--- src/rtl/icb2apb_nbridge_if.sv ---
// Bundled ICB command/response and N-port APB4 signals for icb2apb_nbridge.
// The slave modport is the bridge's view; master is the surrounding system's view.
interface icb2apb_nbridge_if #(
  parameter int N_APB = 4,
  parameter int AW    = 32,
  parameter int DW    = 32
);
  logic                  icb_cmd_valid;
  logic                  icb_cmd_ready;
  logic [AW-1:0]         icb_cmd_addr;
  logic                  icb_cmd_read;
  logic [DW-1:0]         icb_cmd_wdata;
  logic [DW/8-1:0]       icb_cmd_wmask;
  logic                  icb_rsp_valid;
  logic                  icb_rsp_ready;
  logic [DW-1:0]         icb_rsp_rdata;
  logic                  icb_rsp_err;

  logic [AW-1:0]         apb_paddr;
  logic                  apb_pwrite;
  logic [DW-1:0]         apb_pwdata;
  logic [DW/8-1:0]       apb_pstrb;
  logic [N_APB-1:0]      apb_psel;
  logic                  apb_penable;
  logic [N_APB*DW-1:0]   apb_prdata;
  logic [N_APB-1:0]      apb_pready;
  logic [N_APB-1:0]      apb_pslverr;

  modport slave (
    input  icb_cmd_valid, icb_cmd_addr, icb_cmd_read, icb_cmd_wdata, icb_cmd_wmask,
    output icb_cmd_ready,
    output icb_rsp_valid, icb_rsp_rdata, icb_rsp_err,
    input  icb_rsp_ready,
    output apb_paddr, apb_pwrite, apb_pwdata, apb_pstrb, apb_psel, apb_penable,
    input  apb_prdata, apb_pready, apb_pslverr
  );

  modport master (
    output icb_cmd_valid, icb_cmd_addr, icb_cmd_read, icb_cmd_wdata, icb_cmd_wmask,
    input  icb_cmd_ready,
    input  icb_rsp_valid, icb_rsp_rdata, icb_rsp_err,
    output icb_rsp_ready,
    input  apb_paddr, apb_pwrite, apb_pwdata, apb_pstrb, apb_psel, apb_penable,
    output apb_prdata, apb_pready, apb_pslverr
  );
endinterface

--- src/rtl/icb2apb_nbridge.sv ---
// ICB slave to N-port APB4 master bridge: one APB transfer per ICB command, misses answer with err.
// Optional ACCESS-phase timeout enabled by defining APB_TIMEOUT_EN.
module icb2apb_nbridge #(
  parameter int             N_APB       = 4,
  parameter int             AW          = 32,
  parameter int             DW          = 32,
  parameter int             REGION_BITS = 12,
  parameter logic [AW-1:0]  BASE_ADDR   = AW'(32'h1000_0000),
  parameter int             TIMEOUT_CYC = 255
) (
  input  logic                  clk,
  input  logic                  rst,
  icb2apb_nbridge_if.slave      bus
);
  localparam int CW     = (N_APB > 1) ? $clog2(N_APB) : 1;
  localparam int HI_LSB = REGION_BITS + CW;

  typedef enum logic [1:0] {S_IDLE = 2'd0, S_SETUP = 2'd1, S_ACCESS = 2'd2, S_RESP = 2'd3} state_t;

  state_t              state_q, state_d;
  logic                cmd_ready_q, cmd_ready_d;
  logic                rsp_valid_q, rsp_valid_d;
  logic [DW-1:0]       rdata_q, rdata_d;
  logic                err_q, err_d;
  logic [N_APB-1:0]    psel_q, psel_d;
  logic                penable_q, penable_d;
  logic [AW-1:0]       paddr_q, paddr_d;
  logic                pwrite_q, pwrite_d;
  logic [DW-1:0]       pwdata_q, pwdata_d;
  logic [DW/8-1:0]     pstrb_q, pstrb_d;

  logic [CW-1:0]       cmd_idx;
  logic                cmd_hit;
  logic [N_APB-1:0]    cmd_onehot;
  logic                sel_ready;
  logic                sel_slverr;
  logic [DW-1:0]       sel_rdata;

`ifdef APB_TIMEOUT_EN
  localparam int TO_RAW = $clog2(TIMEOUT_CYC + 1);
  localparam int TO_W   = (TO_RAW < 8) ? 8 : ((TO_RAW > 16) ? 16 : TO_RAW);
  logic [TO_W-1:0]     to_cnt_q, to_cnt_d;
`endif

  assign cmd_idx = bus.icb_cmd_addr[REGION_BITS +: CW];
  assign cmd_hit = (bus.icb_cmd_addr[AW-1:HI_LSB] == BASE_ADDR[AW-1:HI_LSB]) &&
                   (32'(cmd_idx) < 32'(N_APB));

  // Port decode and response mux; psel_q is one-hot in ACCESS, so it doubles as the latched index.
  always_comb begin
    cmd_onehot = '0;
    sel_ready  = 1'b0;
    sel_slverr = 1'b0;
    sel_rdata  = '0;
    for (int k = 0; k < N_APB; k++) begin
      cmd_onehot[k] = (cmd_idx == CW'(k));
      sel_ready     = sel_ready  | (psel_q[k] & bus.apb_pready[k]);
      sel_slverr    = sel_slverr | (psel_q[k] & bus.apb_pslverr[k]);
      sel_rdata     = sel_rdata  | (bus.apb_prdata[k*DW +: DW] & {DW{psel_q[k]}});
    end
  end

  always_comb begin
    state_d   = state_q;
    rdata_d   = rdata_q;
    err_d     = err_q;
    psel_d    = '0;
    penable_d = 1'b0;
    paddr_d   = paddr_q;
    pwrite_d  = pwrite_q;
    pwdata_d  = pwdata_q;
    pstrb_d   = pstrb_q;
`ifdef APB_TIMEOUT_EN
    to_cnt_d  = to_cnt_q;
`endif
    case (state_q)
      S_IDLE: begin
        if (bus.icb_cmd_valid && cmd_hit) begin
          state_d  = S_SETUP;
          psel_d   = cmd_onehot;
          paddr_d  = bus.icb_cmd_addr;
          pwrite_d = !bus.icb_cmd_read;
          pwdata_d = bus.icb_cmd_wdata;
          pstrb_d  = bus.icb_cmd_read ? '0 : bus.icb_cmd_wmask;
        end else if (bus.icb_cmd_valid) begin
          state_d = S_RESP;
          rdata_d = '0;
          err_d   = 1'b1;
        end else begin
          state_d = S_IDLE;
        end
      end
      S_SETUP: begin
        state_d   = S_ACCESS;
        psel_d    = psel_q;
        penable_d = 1'b1;
`ifdef APB_TIMEOUT_EN
        to_cnt_d  = '0;
`endif
      end
      S_ACCESS: begin
        if (sel_ready) begin
          state_d = S_RESP;
          rdata_d = pwrite_q ? '0 : sel_rdata;
          err_d   = sel_slverr;
`ifdef APB_TIMEOUT_EN
        // The count reaching the limit this cycle abandons the transfer.
        end else if ((to_cnt_q + TO_W'(1)) == TO_W'(TIMEOUT_CYC)) begin
          state_d = S_RESP;
          rdata_d = '0;
          err_d   = 1'b1;
        end else begin
          psel_d    = psel_q;
          penable_d = 1'b1;
          to_cnt_d  = to_cnt_q + TO_W'(1);
        end
`else
        end else begin
          psel_d    = psel_q;
          penable_d = 1'b1;
        end
`endif
      end
      S_RESP: begin
        if (bus.icb_rsp_ready) begin
          state_d = S_IDLE;
        end else begin
          state_d = S_RESP;
        end
      end
      default: begin
        state_d = S_IDLE;
      end
    endcase
    cmd_ready_d = (state_d == S_IDLE);
    rsp_valid_d = (state_d == S_RESP);
  end

  always_ff @(posedge clk or posedge rst) begin
    if (rst) begin
      state_q     <= S_IDLE;
      cmd_ready_q <= 1'b1;
      rsp_valid_q <= 1'b0;
      rdata_q     <= '0;
      err_q       <= 1'b0;
      psel_q      <= '0;
      penable_q   <= 1'b0;
      paddr_q     <= '0;
      pwrite_q    <= 1'b0;
      pwdata_q    <= '0;
      pstrb_q     <= '0;
`ifdef APB_TIMEOUT_EN
      to_cnt_q    <= '0;
`endif
    end else begin
      state_q     <= state_d;
      cmd_ready_q <= cmd_ready_d;
      rsp_valid_q <= rsp_valid_d;
      rdata_q     <= rdata_d;
      err_q       <= err_d;
      psel_q      <= psel_d;
      penable_q   <= penable_d;
      paddr_q     <= paddr_d;
      pwrite_q    <= pwrite_d;
      pwdata_q    <= pwdata_d;
      pstrb_q     <= pstrb_d;
`ifdef APB_TIMEOUT_EN
      to_cnt_q    <= to_cnt_d;
`endif
    end
  end

  assign bus.icb_cmd_ready = cmd_ready_q;
  assign bus.icb_rsp_valid = rsp_valid_q;
  assign bus.icb_rsp_rdata = rdata_q;
  assign bus.icb_rsp_err   = err_q;
  assign bus.apb_psel      = psel_q;
  assign bus.apb_penable   = penable_q;
  assign bus.apb_paddr     = paddr_q;
  assign bus.apb_pwrite    = pwrite_q;
  assign bus.apb_pwdata    = pwdata_q;
  assign bus.apb_pstrb     = pstrb_q;

endmodule

--- src/flat_wrapper.sv ---
// flat-port wrapper written by rule: the top's interface ports become plain ports
module icb2apb_nbridge_flat 
#(
  parameter int             N_APB       = 4,
  parameter int             AW          = 32,
  parameter int             DW          = 32,
  parameter int             REGION_BITS = 12,
  parameter logic [AW-1:0]  BASE_ADDR   = AW'(32'h1000_0000),
  parameter int             TIMEOUT_CYC = 255
)
  (clk, rst, bus_icb_cmd_valid, bus_icb_cmd_addr, bus_icb_cmd_read, bus_icb_cmd_wdata, bus_icb_cmd_wmask, bus_icb_cmd_ready, bus_icb_rsp_valid, bus_icb_rsp_rdata, bus_icb_rsp_err, bus_icb_rsp_ready, bus_apb_paddr, bus_apb_pwrite, bus_apb_pwdata, bus_apb_pstrb, bus_apb_psel, bus_apb_penable, bus_apb_prdata, bus_apb_pready, bus_apb_pslverr);
  icb2apb_nbridge_if #(.N_APB(N_APB), .AW(AW), .DW(DW)) bus_i ();
  input  logic clk;
  input  logic rst;
  input wire logic [$bits(bus_i.icb_cmd_valid)-1:0] bus_icb_cmd_valid;
  input wire logic [$bits(bus_i.icb_cmd_addr)-1:0] bus_icb_cmd_addr;
  input wire logic [$bits(bus_i.icb_cmd_read)-1:0] bus_icb_cmd_read;
  input wire logic [$bits(bus_i.icb_cmd_wdata)-1:0] bus_icb_cmd_wdata;
  input wire logic [$bits(bus_i.icb_cmd_wmask)-1:0] bus_icb_cmd_wmask;
  output wire logic [$bits(bus_i.icb_cmd_ready)-1:0] bus_icb_cmd_ready;
  output wire logic [$bits(bus_i.icb_rsp_valid)-1:0] bus_icb_rsp_valid;
  output wire logic [$bits(bus_i.icb_rsp_rdata)-1:0] bus_icb_rsp_rdata;
  output wire logic [$bits(bus_i.icb_rsp_err)-1:0] bus_icb_rsp_err;
  input wire logic [$bits(bus_i.icb_rsp_ready)-1:0] bus_icb_rsp_ready;
  output wire logic [$bits(bus_i.apb_paddr)-1:0] bus_apb_paddr;
  output wire logic [$bits(bus_i.apb_pwrite)-1:0] bus_apb_pwrite;
  output wire logic [$bits(bus_i.apb_pwdata)-1:0] bus_apb_pwdata;
  output wire logic [$bits(bus_i.apb_pstrb)-1:0] bus_apb_pstrb;
  output wire logic [$bits(bus_i.apb_psel)-1:0] bus_apb_psel;
  output wire logic [$bits(bus_i.apb_penable)-1:0] bus_apb_penable;
  input wire logic [$bits(bus_i.apb_prdata)-1:0] bus_apb_prdata;
  input wire logic [$bits(bus_i.apb_pready)-1:0] bus_apb_pready;
  input wire logic [$bits(bus_i.apb_pslverr)-1:0] bus_apb_pslverr;
  assign bus_i.icb_cmd_valid = bus_icb_cmd_valid;
  assign bus_i.icb_cmd_addr = bus_icb_cmd_addr;
  assign bus_i.icb_cmd_read = bus_icb_cmd_read;
  assign bus_i.icb_cmd_wdata = bus_icb_cmd_wdata;
  assign bus_i.icb_cmd_wmask = bus_icb_cmd_wmask;
  assign bus_icb_cmd_ready = bus_i.icb_cmd_ready;
  assign bus_icb_rsp_valid = bus_i.icb_rsp_valid;
  assign bus_icb_rsp_rdata = bus_i.icb_rsp_rdata;
  assign bus_icb_rsp_err = bus_i.icb_rsp_err;
  assign bus_i.icb_rsp_ready = bus_icb_rsp_ready;
  assign bus_apb_paddr = bus_i.apb_paddr;
  assign bus_apb_pwrite = bus_i.apb_pwrite;
  assign bus_apb_pwdata = bus_i.apb_pwdata;
  assign bus_apb_pstrb = bus_i.apb_pstrb;
  assign bus_apb_psel = bus_i.apb_psel;
  assign bus_apb_penable = bus_i.apb_penable;
  assign bus_i.apb_prdata = bus_apb_prdata;
  assign bus_i.apb_pready = bus_apb_pready;
  assign bus_i.apb_pslverr = bus_apb_pslverr;
  icb2apb_nbridge #(.N_APB(N_APB), .AW(AW), .DW(DW), .REGION_BITS(REGION_BITS), .BASE_ADDR(BASE_ADDR), .TIMEOUT_CYC(TIMEOUT_CYC)) u_core (.clk(clk), .rst(rst), .bus(bus_i));
endmodule
--- config.mk ---
export PLATFORM = sky130hd
export DESIGN_NAME = icb2apb_nbridge_flat
export DESIGN_NICKNAME = d
export VERILOG_FILES = /design/src/rtl/icb2apb_nbridge_if.sv /design/src/rtl/icb2apb_nbridge.sv /design/src/flat_wrapper.sv
export SDC_FILE = /design/constraint.sdc
export NUM_CORES = 1
export LEC_CHECK = 0
export BUFFER_PORTS_ARGS = -buffer_cell sky130_fd_sc_hd__buf_2
export CORE_AREA = 2 2 122 124
export DETAILED_ROUTE_END_ITERATION = 7
export DIE_AREA = 0 0 124 126
export PLACE_DENSITY = 0.68
export RECOVER_POWER = 25
export SLEW_MARGIN = 20
export SYNTH_ARGS = -nofsm -noshare
export SYNTH_HDL_FRONTEND = slang
export SYNTH_SLANG_ARGS = --single-unit
--- constraint.sdc ---
create_clock -name clk -period 3.95 [get_ports clk]
set_input_delay 0.395 -clock clk [delete_from_list [all_inputs] [get_ports clk]]
set_output_delay 0.395 -clock clk [all_outputs]
set_load 0.03 [all_outputs]
==> flow_metrics.py, run 1 <==
metrics = {
    "clock_tree": {
        "clkSlewWorstSetupHoldPaths_ns": 0.08,
        "clock_latency_ns": 0.35,
        "cts_root_buf": "clkbuf_16",
        "numCtsBuffers": 9,
        "cts_sinks": 111,
        "cts_tree": "built",
        "cts_buffer_depth": 2,
        "post-cts-setup-buffer-count": 0,
        "cts-resized-gates": 0,
        "cts_hold_buf": 0,
        "cts.htree.levels": 3,
    },
    "worst_setup_path": {
        "worst_ep_arrival_time_ns": 2.41,
        "critPathKind": "reg2reg",
        "critPathRequiredTime_ns": 4.18,
        "crit_fanout": 49,
        "cp-start-kind": "flop",
        "rr_worst_depth": 6,
        "end_kind": "flop",
    },
    "timing": {
        "rsz0062_at_grt": "no",
        "finalCritPeriodShare": 0.5505,
        "setup_viol": 0,
        "setup_tns_ns": 0,
        "fmax_mhz": 459.9,
        "drv_slew": 0,
        "finalHoldViolations": 0,
        "fin_skew_ns": 0.009543,
        "slew-limit-headroom": 0.3718,
        "finalCriticalPeriod_ns": 2.175,
        "worst_pin_slew_ns": 0.9423,
    },
    "placed_design": {
        "place_hpwl_um": 11540,
        "gp_congestion": 0.8462,
        "io_buffers": 317,
    },
    "outcome": {
        "outcome": "finished, final reports clean",
    },
    "global_routing": {
        "grt_use_total": 0.1901,
        "grt_pass1_wl_um": 22710,
        "antenna_found_initial": 1,
        "grt_max_degree": 78,
        "grt_pass1_vias": 4600,
        "overflow": 0,
    },
    "logic_synthesis": {
        "ys_seq_area_frac": 0.5493,
        "yosys_warnings": 0,
        "syn_inst": 394,
        "syn_area_per_cell_um2": 12.84,
        "async_flop_share": 1.000,
        "yosys.area.top_type": "dfrtp_1",
        "synth.top_cell.area_share": 0.5442,
        "synth_flop_cell": "dfrtp_1",
        "synthesis.nets": 608,
        "synth_seq_cells": 111,
        "synth_cell_types": 39,
        "synth_area_leaders": "dfrtp_1, mux2_2, a22oi_1",
        "syn_area_um2": 5059,
        "synth_edf_count": 0,
    },
    "power": {
        "power_density_nw_per_um2": 373.6,
        "power_leakage_nw": 3.872,
        "ir_drop_uv": 201.0,
    },
    "final_layout": {
        "finish.net_count": 914,
        "final_layout_size_suffix_gt1_frac": 0.6014,
        "multiInputGateArea_um2": 2103,
        "fin_util": 0.4954,
        "regArea_um2": 2779,
        "nFillCells": 1323,
        "area_delta_synth_final_pct": 40.17,
    },
    "hold_path": {
        "min_path_type": "in2async",
    },
    "drt": {
        "num_vias": 4408,
        "routed_wl_um": 15300,
        "drt-vias-per-instance": 4.953,
        "drc": 0,
        "ant_nets": 0,
        "drt-pass1-iter-count": 4,
        "drtIter0Drc": 166,
        "post_drt_wl_per_cell_um": 17.19,
    },
    "die": {
        "die_w_um": 124,
        "core_area_um2": 14310,
        "io-pin-count": 318,
        "fp.dieArea_um2": 15620,
        "die_h_um": 126,
        "start_util": 0.3534,
        "rows": 44,
    },
    "job": {
        "drv_cap": 0,
    },
}
[flip-flops by register name, indices dropped and copies added (netlist names), 2 cells and up]
name,flops
u_core.bus.apb_pwdata,32
u_core.bus.icb_rsp_rdata,32
u_core.bus.apb_pstrb,4
u_core.bus.apb_psel,4
u_core.bus.apb_paddr,32
u_core.state_q,2
[worst max-delay path: stages, from the launching register on]
cell and delay [ns]:
dfrtp_1 0.42, inv_1 0.12, ha_1 0.18, nand2_1 0.19, nor3_4 0.20, buf_4 0.52
mux2_2 0.41
[Yosys cell counts, types with 3 or more instances]
cell type  number
ha_1            5
nor2b_1         5
nor2_1          3
dfrtp_1       110
clkbuf_1       16
a22oi_1        66
mux2_1         10
and2_1         18
inv_1           6
nand2_1         8
a21oi_1        32
buf_2           7
buf_6           5
mux2_2         73
[metal layers]
layer	global-route usage	wire, µm	vias up
li1	-	-	2081
met1	0.2156	5946	2093
met2	0.3407	7820	212
met3	0.04393	1214	22
met4	0.07601	320	0
met5	0	0	-
[logic make-up after synthesis]
logic type	count (synthesis)	share of synthesized area
AOI/OAI and AO/OA	111	0.1561
adders and majority gates	5	0.01237
buffers and inverters	36	0.03660
DFF	111	0.5493
muxes	84	0.1867
and+or+nand+nor	47	0.05886
[metrics by stage]
| stage | cells | hold WS (ns) | cell area (µm²) | worst slack, ns | total power, W |
|---|---|---|---|---|---|
| 2_1_floorplan | 394 | 0.4881 | 5059 | 0.6260 | 0.001578 |
| 3_3_place_gp | 873 | 0.4451 | 6782 | 1.696 | 0.001738 |
| 3_5_place_dp | 873 | 0.4522 | 6782 | 1.613 | 0.001758 |
| 4_1_cts | 889 | 0.2516 | 7091 | 1.659 | 0.002688 |
| 5_1_grt | 889 | 0.2472 | 7088 | 1.620 | 0.002781 |
| 6_report | 890 | 0.2514 | 7091 | 1.775 | 0.002649 |
[worst paths after layout]
kind	slack, ns	startpoint	endpoint
worst max-delay path	1.78	u_core.state_q[0]$_DFF_PP0_	u_core.bus.apb_pstrb[2]$_DFFE_PP0P_
worst min-delay path	0.25	rst	u_core.bus.apb_paddr[16]$_DFFE_PP0P_
worst max register to register	1.78	u_core.state_q[0]$_DFF_PP0_	u_core.bus.apb_pstrb[2]$_DFFE_PP0P_
worst min register to register	0.47	u_core.bus.apb_paddr[28]$_DFFE_PP0P_	u_core.bus.apb_paddr[28]$_DFFE_PP0P_
max in group asynchronous	2.51	rst	u_core.bus.icb_rsp_rdata[18]$_DFFE_PP0P_
min in group clk	0.27	bus_icb_cmd_addr[5]	u_core.bus.apb_paddr[5]$_DFFE_PP0P_
[layout by cell type (no fill, tap or decap), drive strengths merged, types with 3 or more instances in the layout]
| cell | Yosys | layout |
|---|---|---|
| nor2 | 3 | 3 |
| and2 | 18 | 18 |
| mux2 | 83 | 83 |
| buf | 14 | 323 |
| nor2b | 5 | 5 |
| dfrtp | 110 | 110 |
| a21oi | 32 | 32 |
| nand2 | 8 | 8 |
| ha | 5 | 5 |
| a22oi | 66 | 66 |
| nor4 | 3 | 3 |
| inv | 6 | 10 |
| clkbuf | 16 | 12 |
[report_power, final]
group | total, W | switching, W | internal, W
Sequential | 0.00118 | 0.0000158 | 0.00117
Clock | 0.000916 | 0.000448 | 0.000468
Combinational | 0.000549 | 0.000318 | 0.000231
[final cells by class]
| cell class | instances | area share |
|---|---|---|
| sequential | 111 | 0.3919 |
| multi-input combinational | 247 | 0.2966 |
| timing repair buffer | 325 | 0.2315 |
| clock buffer | 10 | 0.03370 |
| tap | 184 | 0.03247 |
| clock inverter | 6 | 0.009882 |
| inverter | 6 | 0.003529 |
| antenna | 1 | 0.0003529 |
Note: power is estimated with default switching activity, not from simulation.
==> run 2, diff against run 1 <==
CORE_AREA = 2 2 124 126   (was 2 2 122 124)
DIE_AREA = 0 0 126 128   (was 0 0 124 126)
PLACE_DENSITY = 0.69   (was 0.68)
clock period = 1.9 ns   (was 3.95 ns; I/O delays follow)
==> flow_metrics.py, run 2 (synthesized netlist as in run 1, its figures left out) <==
metrics = {
    "outcome": {
        "outcome": "finished, final reports clean",
    },
    "worst_setup_path": {
        "rr_startpoint": "u_core.state_q[1]$_DFF_PP0_",
        "rr_worst_depth": 8,
        "crit_chain": "inv_2 -> ha_4 -> nand2b_4 -> a32oi_4 -> o31ai_4 -> buf_12 -> buf_12 -> mux2_1",
        "critPathRequiredTime_ns": 2.12,
        "crit_path_max_incr_delay_ns": 0.42,
        "crit_path_start": "u_core.state_q[1]$_DFF_PP0_",
        "r2r-end": "u_core.bus.icb_rsp_rdata[26]$_DFFE_PP0P_",
        "crit_fanout": 9,
        "end_kind": "flop",
        "r2r_setup_slack_ns": 0.03,
        "cp_common_cell": "buf_12",
        "path_buf_inv": 3,
        "cp-start-kind": "flop",
        "worst_ep_arrival_time_ns": 2.09,
        "crit_path_top_delay_cell": "dfrtp_1",
        "critPathTopFamily": "flip-flops",
        "critPathKind": "reg2reg",
    },
    "timing": {
        "worst_pin_slew_ns": 1.240,
        "setup_viol": 0,
        "finalCriticalPeriod_ns": 1.868,
        "fin_hold_ws_ns": 0.07102,
        "rsz0062_at_grt": "yes",
        "fin_skew_ns": 0.01003,
        "finalCritPeriodShare": 0.9830,
        "drv_slew": 0,
        "finalHoldViolations": 0,
        "setup_tns_ns": 0,
        "fmax_mhz": 535.4,
        "slew-limit-headroom": 0.1730,
    },
    "global_routing": {
        "overflow": 0,
        "grt_use_total": 0.1747,
        "antenna_found_initial": 2,
        "grt_max_degree": 57,
        "grt_pass1_vias": 4296,
        "grt_pass1_wl_um": 22150,
    },
    "clock_tree": {
        "clkSlewWorstSetupHoldPaths_ns": 0.07,
        "clock_latency_ns": 0.34,
        "cts.htree.levels": 3,
        "cts_tree": "built",
        "cts_root_buf": "clkbuf_16",
        "numCtsBuffers": 9,
        "cts_buffer_depth": 2,
        "cts_sinks": 111,
    },
    "placed_design": {
        "io_buffers": 317,
        "gp_congestion": 0.7499,
        "place_hpwl_um": 10960,
    },
    "hold_path": {
        "hold_start": "bus_icb_cmd_wdata[13]",
        "min_to": "u_core.bus.apb_pwdata[13]$_DFFE_PP0P_",
        "min_path_type": "in2reg",
        "holdPathStages": 2,
    },
    "die": {
        "die_w_um": 126,
        "die_h_um": 128,
        "fp.dieArea_um2": 16130,
        "rows": 45,
        "io-pin-count": 318,
        "start_util": 0.3403,
        "core_area_um2": 14860,
    },
    "power": {
        "power_density_nw_per_um2": 801.4,
        "power_leakage_nw": 3.987,
        "ir_drop_uv": 459.1,
    },
    "final_layout": {
        "layout_common_cells": "buf_2, dfrtp_1, mux2_2, a22oi_1, a21oi_1",
        "fin_util": 0.4969,
        "area_delta_synth_final_pct": 46.01,
        "final_layout_size_suffix_gt1_frac": 0.6203,
        "final_common_cell": "buf_2",
        "finish.net_count": 928,
    },
    "drt": {
        "drc": 0,
        "routed_wl_um": 15120,
        "num_vias": 4422,
        "drt-vias-per-instance": 4.870,
        "drtIter0Drc": 196,
        "ant_nets": 0,
        "post_drt_wl_per_cell_um": 16.66,
        "drt-pass1-iter-count": 4,
    },
    "job": {
        "drv_cap": 0,
    },
}
## run 2: power breakdown
| part | leakage [nW] | switching (W) | internal [W] |
|---|---|---|---|
| combinational | 2.32 | 0.000807 | 0.000860 |
| sequential | 1.54 | 0.0000351 | 0.00243 |
| clock | 0.132 | 0.000851 | 0.000936 |
## run 2: area by class of cell
class,instances,area (µm²)
fillers,1379,7478
well taps,188,235.2
clock inverters,5,41.29
clock buffers,11,242.7
multi-input cells,247,2168
flip-flops and latches,111,2779
inverters,6,23.77
repair buffers,339,1893
diodes,1,2.502
## run 2: per-stage QoR
step	power [W]	area, µm²	setup WS, ns	cells
6_report	0.005919	7386	0.03238	908
5_1_grt	0.006209	7386	-0.03717	908
4_1_cts	0.005549	7217	0.06507	899
3_3_place_gp	0.003694	6913	-0.003031	882
2_1_floorplan	0.003281	5062	0.05232	394
3_5_place_dp	0.003702	6913	-0.03270	882
## run 2: routing by layer
metal  track usage  up-vias  routed length (µm)
met5             0        -                  13
met4       0.07304        2                 339
met3       0.05050       18                1214
met2        0.3027      188                7643
met1        0.2035     2113                5912
li1              -     2101                   -
## run 2: worst reg2reg max path: cells and delay by family, from the launching register on
kind	cells	cell delay, ns
flip-flops	1	0.42
adder cells (fa/ha/maj)	1	0.17
multiplexers	1	0.32
AND/OR/NAND/NOR	1	0.14
buffers and inverters	3	0.37
AO/OA/AOI/OAI	2	0.32
## run 2: how the worst max path moves through the flow
stage                                                          end  cells past startpoint
after floorplan           u_core.bus.icb_rsp_rdata[24]$_DFFE_PP0P_                      6
after global placement        u_core.bus.apb_pwdata[2]$_DFFE_PP0P_                      6
after detailed placement  u_core.bus.icb_rsp_rdata[13]$_DFFE_PP0P_                      6
after CTS                    u_core.bus.apb_pwdata[26]$_DFFE_PP0P_                      6
after global routing      u_core.bus.icb_rsp_rdata[26]$_DFFE_PP0P_                      8
final                     u_core.bus.icb_rsp_rdata[26]$_DFFE_PP0P_                      8
## run 2: timing repair
| action | in CTS | in global routing |
|---|---|---|
| pin swaps | 0 | 4 |
| gates resized for setup | 2 | 11 |
| endpoints found under the setup margin | 10 | 56 |
| endpoints found under the hold margin | 110 | 0 |
| cloned | 0 | 4 |
| setup buffers | 0 | 5 |
| hold buffers | 1 | 0 |
==> run 3, diff against run 2 <==
RECOVER_POWER = 100   (was 25)
==> flow_metrics.py, run 3 (synthesized netlist as in run 1, its figures left out) <==
metrics = {
    "drt": {
        "ant_nets": 0,
        "drt-vias-per-instance": 4.906,
        "drt-pass1-iter-count": 5,
        "routed_wl_um": 15130,
        "drc": 0,
        "drtIter0Drc": 187,
        "post_drt_wl_per_cell_um": 16.66,
        "num_vias": 4455,
    },
    "timing": {
        "finalHoldViolations": 0,
        "setup_tns_ns": 0,
        "drv_slew": 0,
        "fmax_mhz": 536.3,
        "setup_viol": 0,
        "finalCriticalPeriod_ns": 1.865,
        "worst_pin_slew_ns": 1.244,
        "slew-limit-headroom": 0.1706,
        "fin_hold_ws_ns": 0.06938,
        "rsz0062_at_grt": "yes",
        "fin_skew_ns": 0.01093,
        "finalCritPeriodShare": 0.9814,
    },
    "outcome": {
        "outcome": "finished, final reports clean",
    },
    "global_routing": {
        "antenna_found_initial": 2,
        "grt_max_degree": 57,
        "grt_use_total": 0.1747,
        "grt_pass1_vias": 4296,
        "overflow": 0,
        "grt_pass1_wl_um": 22150,
    },
    "worst_setup_path": {
        "worst_ep_arrival_time_ns": 2.09,
        "crit_path_top_delay_cell": "dfrtp_1",
        "critPathKind": "reg2reg",
        "crit_chain": "inv_2 -> ha_4 -> nand2b_4 -> a32oi_4 -> o31ai_4 -> buf_12 -> buf_12 -> mux2_1",
        "cp_common_cell": "buf_12",
        "cp-start-kind": "flop",
        "critPathRequiredTime_ns": 2.12,
        "crit_path_max_incr_delay_ns": 0.42,
        "end_kind": "flop",
        "crit_fanout": 9,
    },
    "final_layout": {
        "nFillCells": 1424,
        "finish.net_count": 928,
        "layout_common_cells": "buf_2, dfrtp_1, clkbuf_1, mux2_2, a22oi_1",
        "multiInputGateArea_um2": 2168,
        "fin_util": 0.4880,
        "area_delta_synth_final_pct": 43.41,
        "final_common_cell": "buf_2",
        "regArea_um2": 2779,
        "final_layout_size_suffix_gt1_frac": 0.4729,
    },
    "clock_tree": {
        "clock_latency_ns": 0.35,
        "numCtsBuffers": 9,
        "cts_root_buf": "clkbuf_16",
        "cts_tree": "built",
        "cts_sinks": 111,
        "cts_buffer_depth": 2,
        "cts.htree.levels": 3,
        "clkSlewWorstSetupHoldPaths_ns": 0.07,
    },
    "die": {
        "die_h_um": 128,
        "rows": 45,
        "start_util": 0.3403,
        "core_area_um2": 14860,
        "die_w_um": 126,
        "fp.dieArea_um2": 16130,
        "io-pin-count": 318,
    },
    "power": {
        "power_leakage_nw": 3.530,
        "ir_drop_uv": 444.4,
        "power_density_nw_per_um2": 815.8,
    },
    "job": {
        "drv_cap": 0,
    },
    "hold_path": {
        "min_path_type": "in2reg",
    },
    "placed_design": {
        "io_buffers": 317,
        "gp_congestion": 0.7499,
        "place_hpwl_um": 10960,
    },
}
run 3: cell count changes in the layout (fill, tap and decap cells not counted):
cell	previous run	this run
buf_2	319	214
clkbuf_1	1	106
a31o_1	0	1
a31o_2	1	0
run 3: per-layer routing:
layer / global-route usage / wire length, µm / up-vias
met4: 0.07304 / 379 / 2
met2: 0.3027 / 7651 / 198
met5: 0 / 13 / -
met3: 0.05050 / 1214 / 23
li1: - / - / 2105
met1: 0.2035 / 5870 / 2127
run 3: path summary, 6_finish.rpt:
check	from	to	slack, ns	cells after the start
min in group asynchronous	rst	u_core.bus.apb_pwdata[27]$_DFFE_PP0P_	0.83	4
max in group asynchronous	rst	u_core.bus.icb_rsp_rdata[18]$_DFFE_PP0P_	0.29	4
worst min register to register	u_core.bus.apb_paddr[19]$_DFFE_PP0P_	u_core.bus.apb_paddr[19]$_DFFE_PP0P_	0.49	1
worst max register to register	u_core.state_q[1]$_DFF_PP0_	u_core.bus.icb_rsp_rdata[26]$_DFFE_PP0P_	0.04	8
worst min-delay path	bus_icb_cmd_wdata[13]	u_core.bus.apb_pwdata[13]$_DFFE_PP0P_	0.07	2
worst max-delay path	u_core.state_q[1]$_DFF_PP0_	u_core.bus.icb_rsp_rdata[26]$_DFFE_PP0P_	0.04	8
run 3: critical path: cells and delay by family (launching register included):
kind / cells / cell delay [ns]
multiplexers: 1 / 0.31
adder cells (fa/ha/maj): 1 / 0.17
buffers and inverters: 3 / 0.37
AND/OR/NAND/NOR: 1 / 0.14
flip-flops: 1 / 0.42
AO/OA/AOI/OAI: 2 / 0.32
run 3: layout make-up:
class / instances / area share
clock buffer: 11 / 0.03346
tap: 188 / 0.03243
multi-input combinational: 247 / 0.2989
inverter: 6 / 0.003277
antenna: 1 / 0.0003449
sequential: 111 / 0.3831
clock inverter: 5 / 0.005692
timing repair buffer: 339 / 0.2428
run 3: repair_timing:
item,in CTS,in global routing
pin swaps,0,4
gates resized for setup,2,11
endpoints found under the setup margin,10,56
gates cloned,0,4
hold endpoints to repair,110,0
hold buffers,1,0
setup buffers,0,5
run 3: per-stage QoR:
stage / setup slack (ns) / instance area [µm²] / instances / total power, W
2_1_floorplan: 0.05232 / 5062 / 394 / 0.003281
3_3_place_gp: -0.003031 / 6913 / 882 / 0.003694
3_5_place_dp: -0.03270 / 6913 / 882 / 0.003702
4_1_cts: 0.06507 / 7217 / 899 / 0.005549
5_1_grt: -0.03717 / 7254 / 908 / 0.006196
6_report: 0.03534 / 7254 / 908 / 0.005918
run 3: where the power goes:
| part | total (W) | switching, W | internal, W |
|---|---|---|---|
| Combinational | 0.00166 | 0.000811 | 0.000846 |
| Clock | 0.00180 | 0.000860 | 0.000936 |
| Sequential | 0.00246 | 0.0000356 | 0.00243 |
| Total | 0.00592 | 0.00171 | 0.00421 |
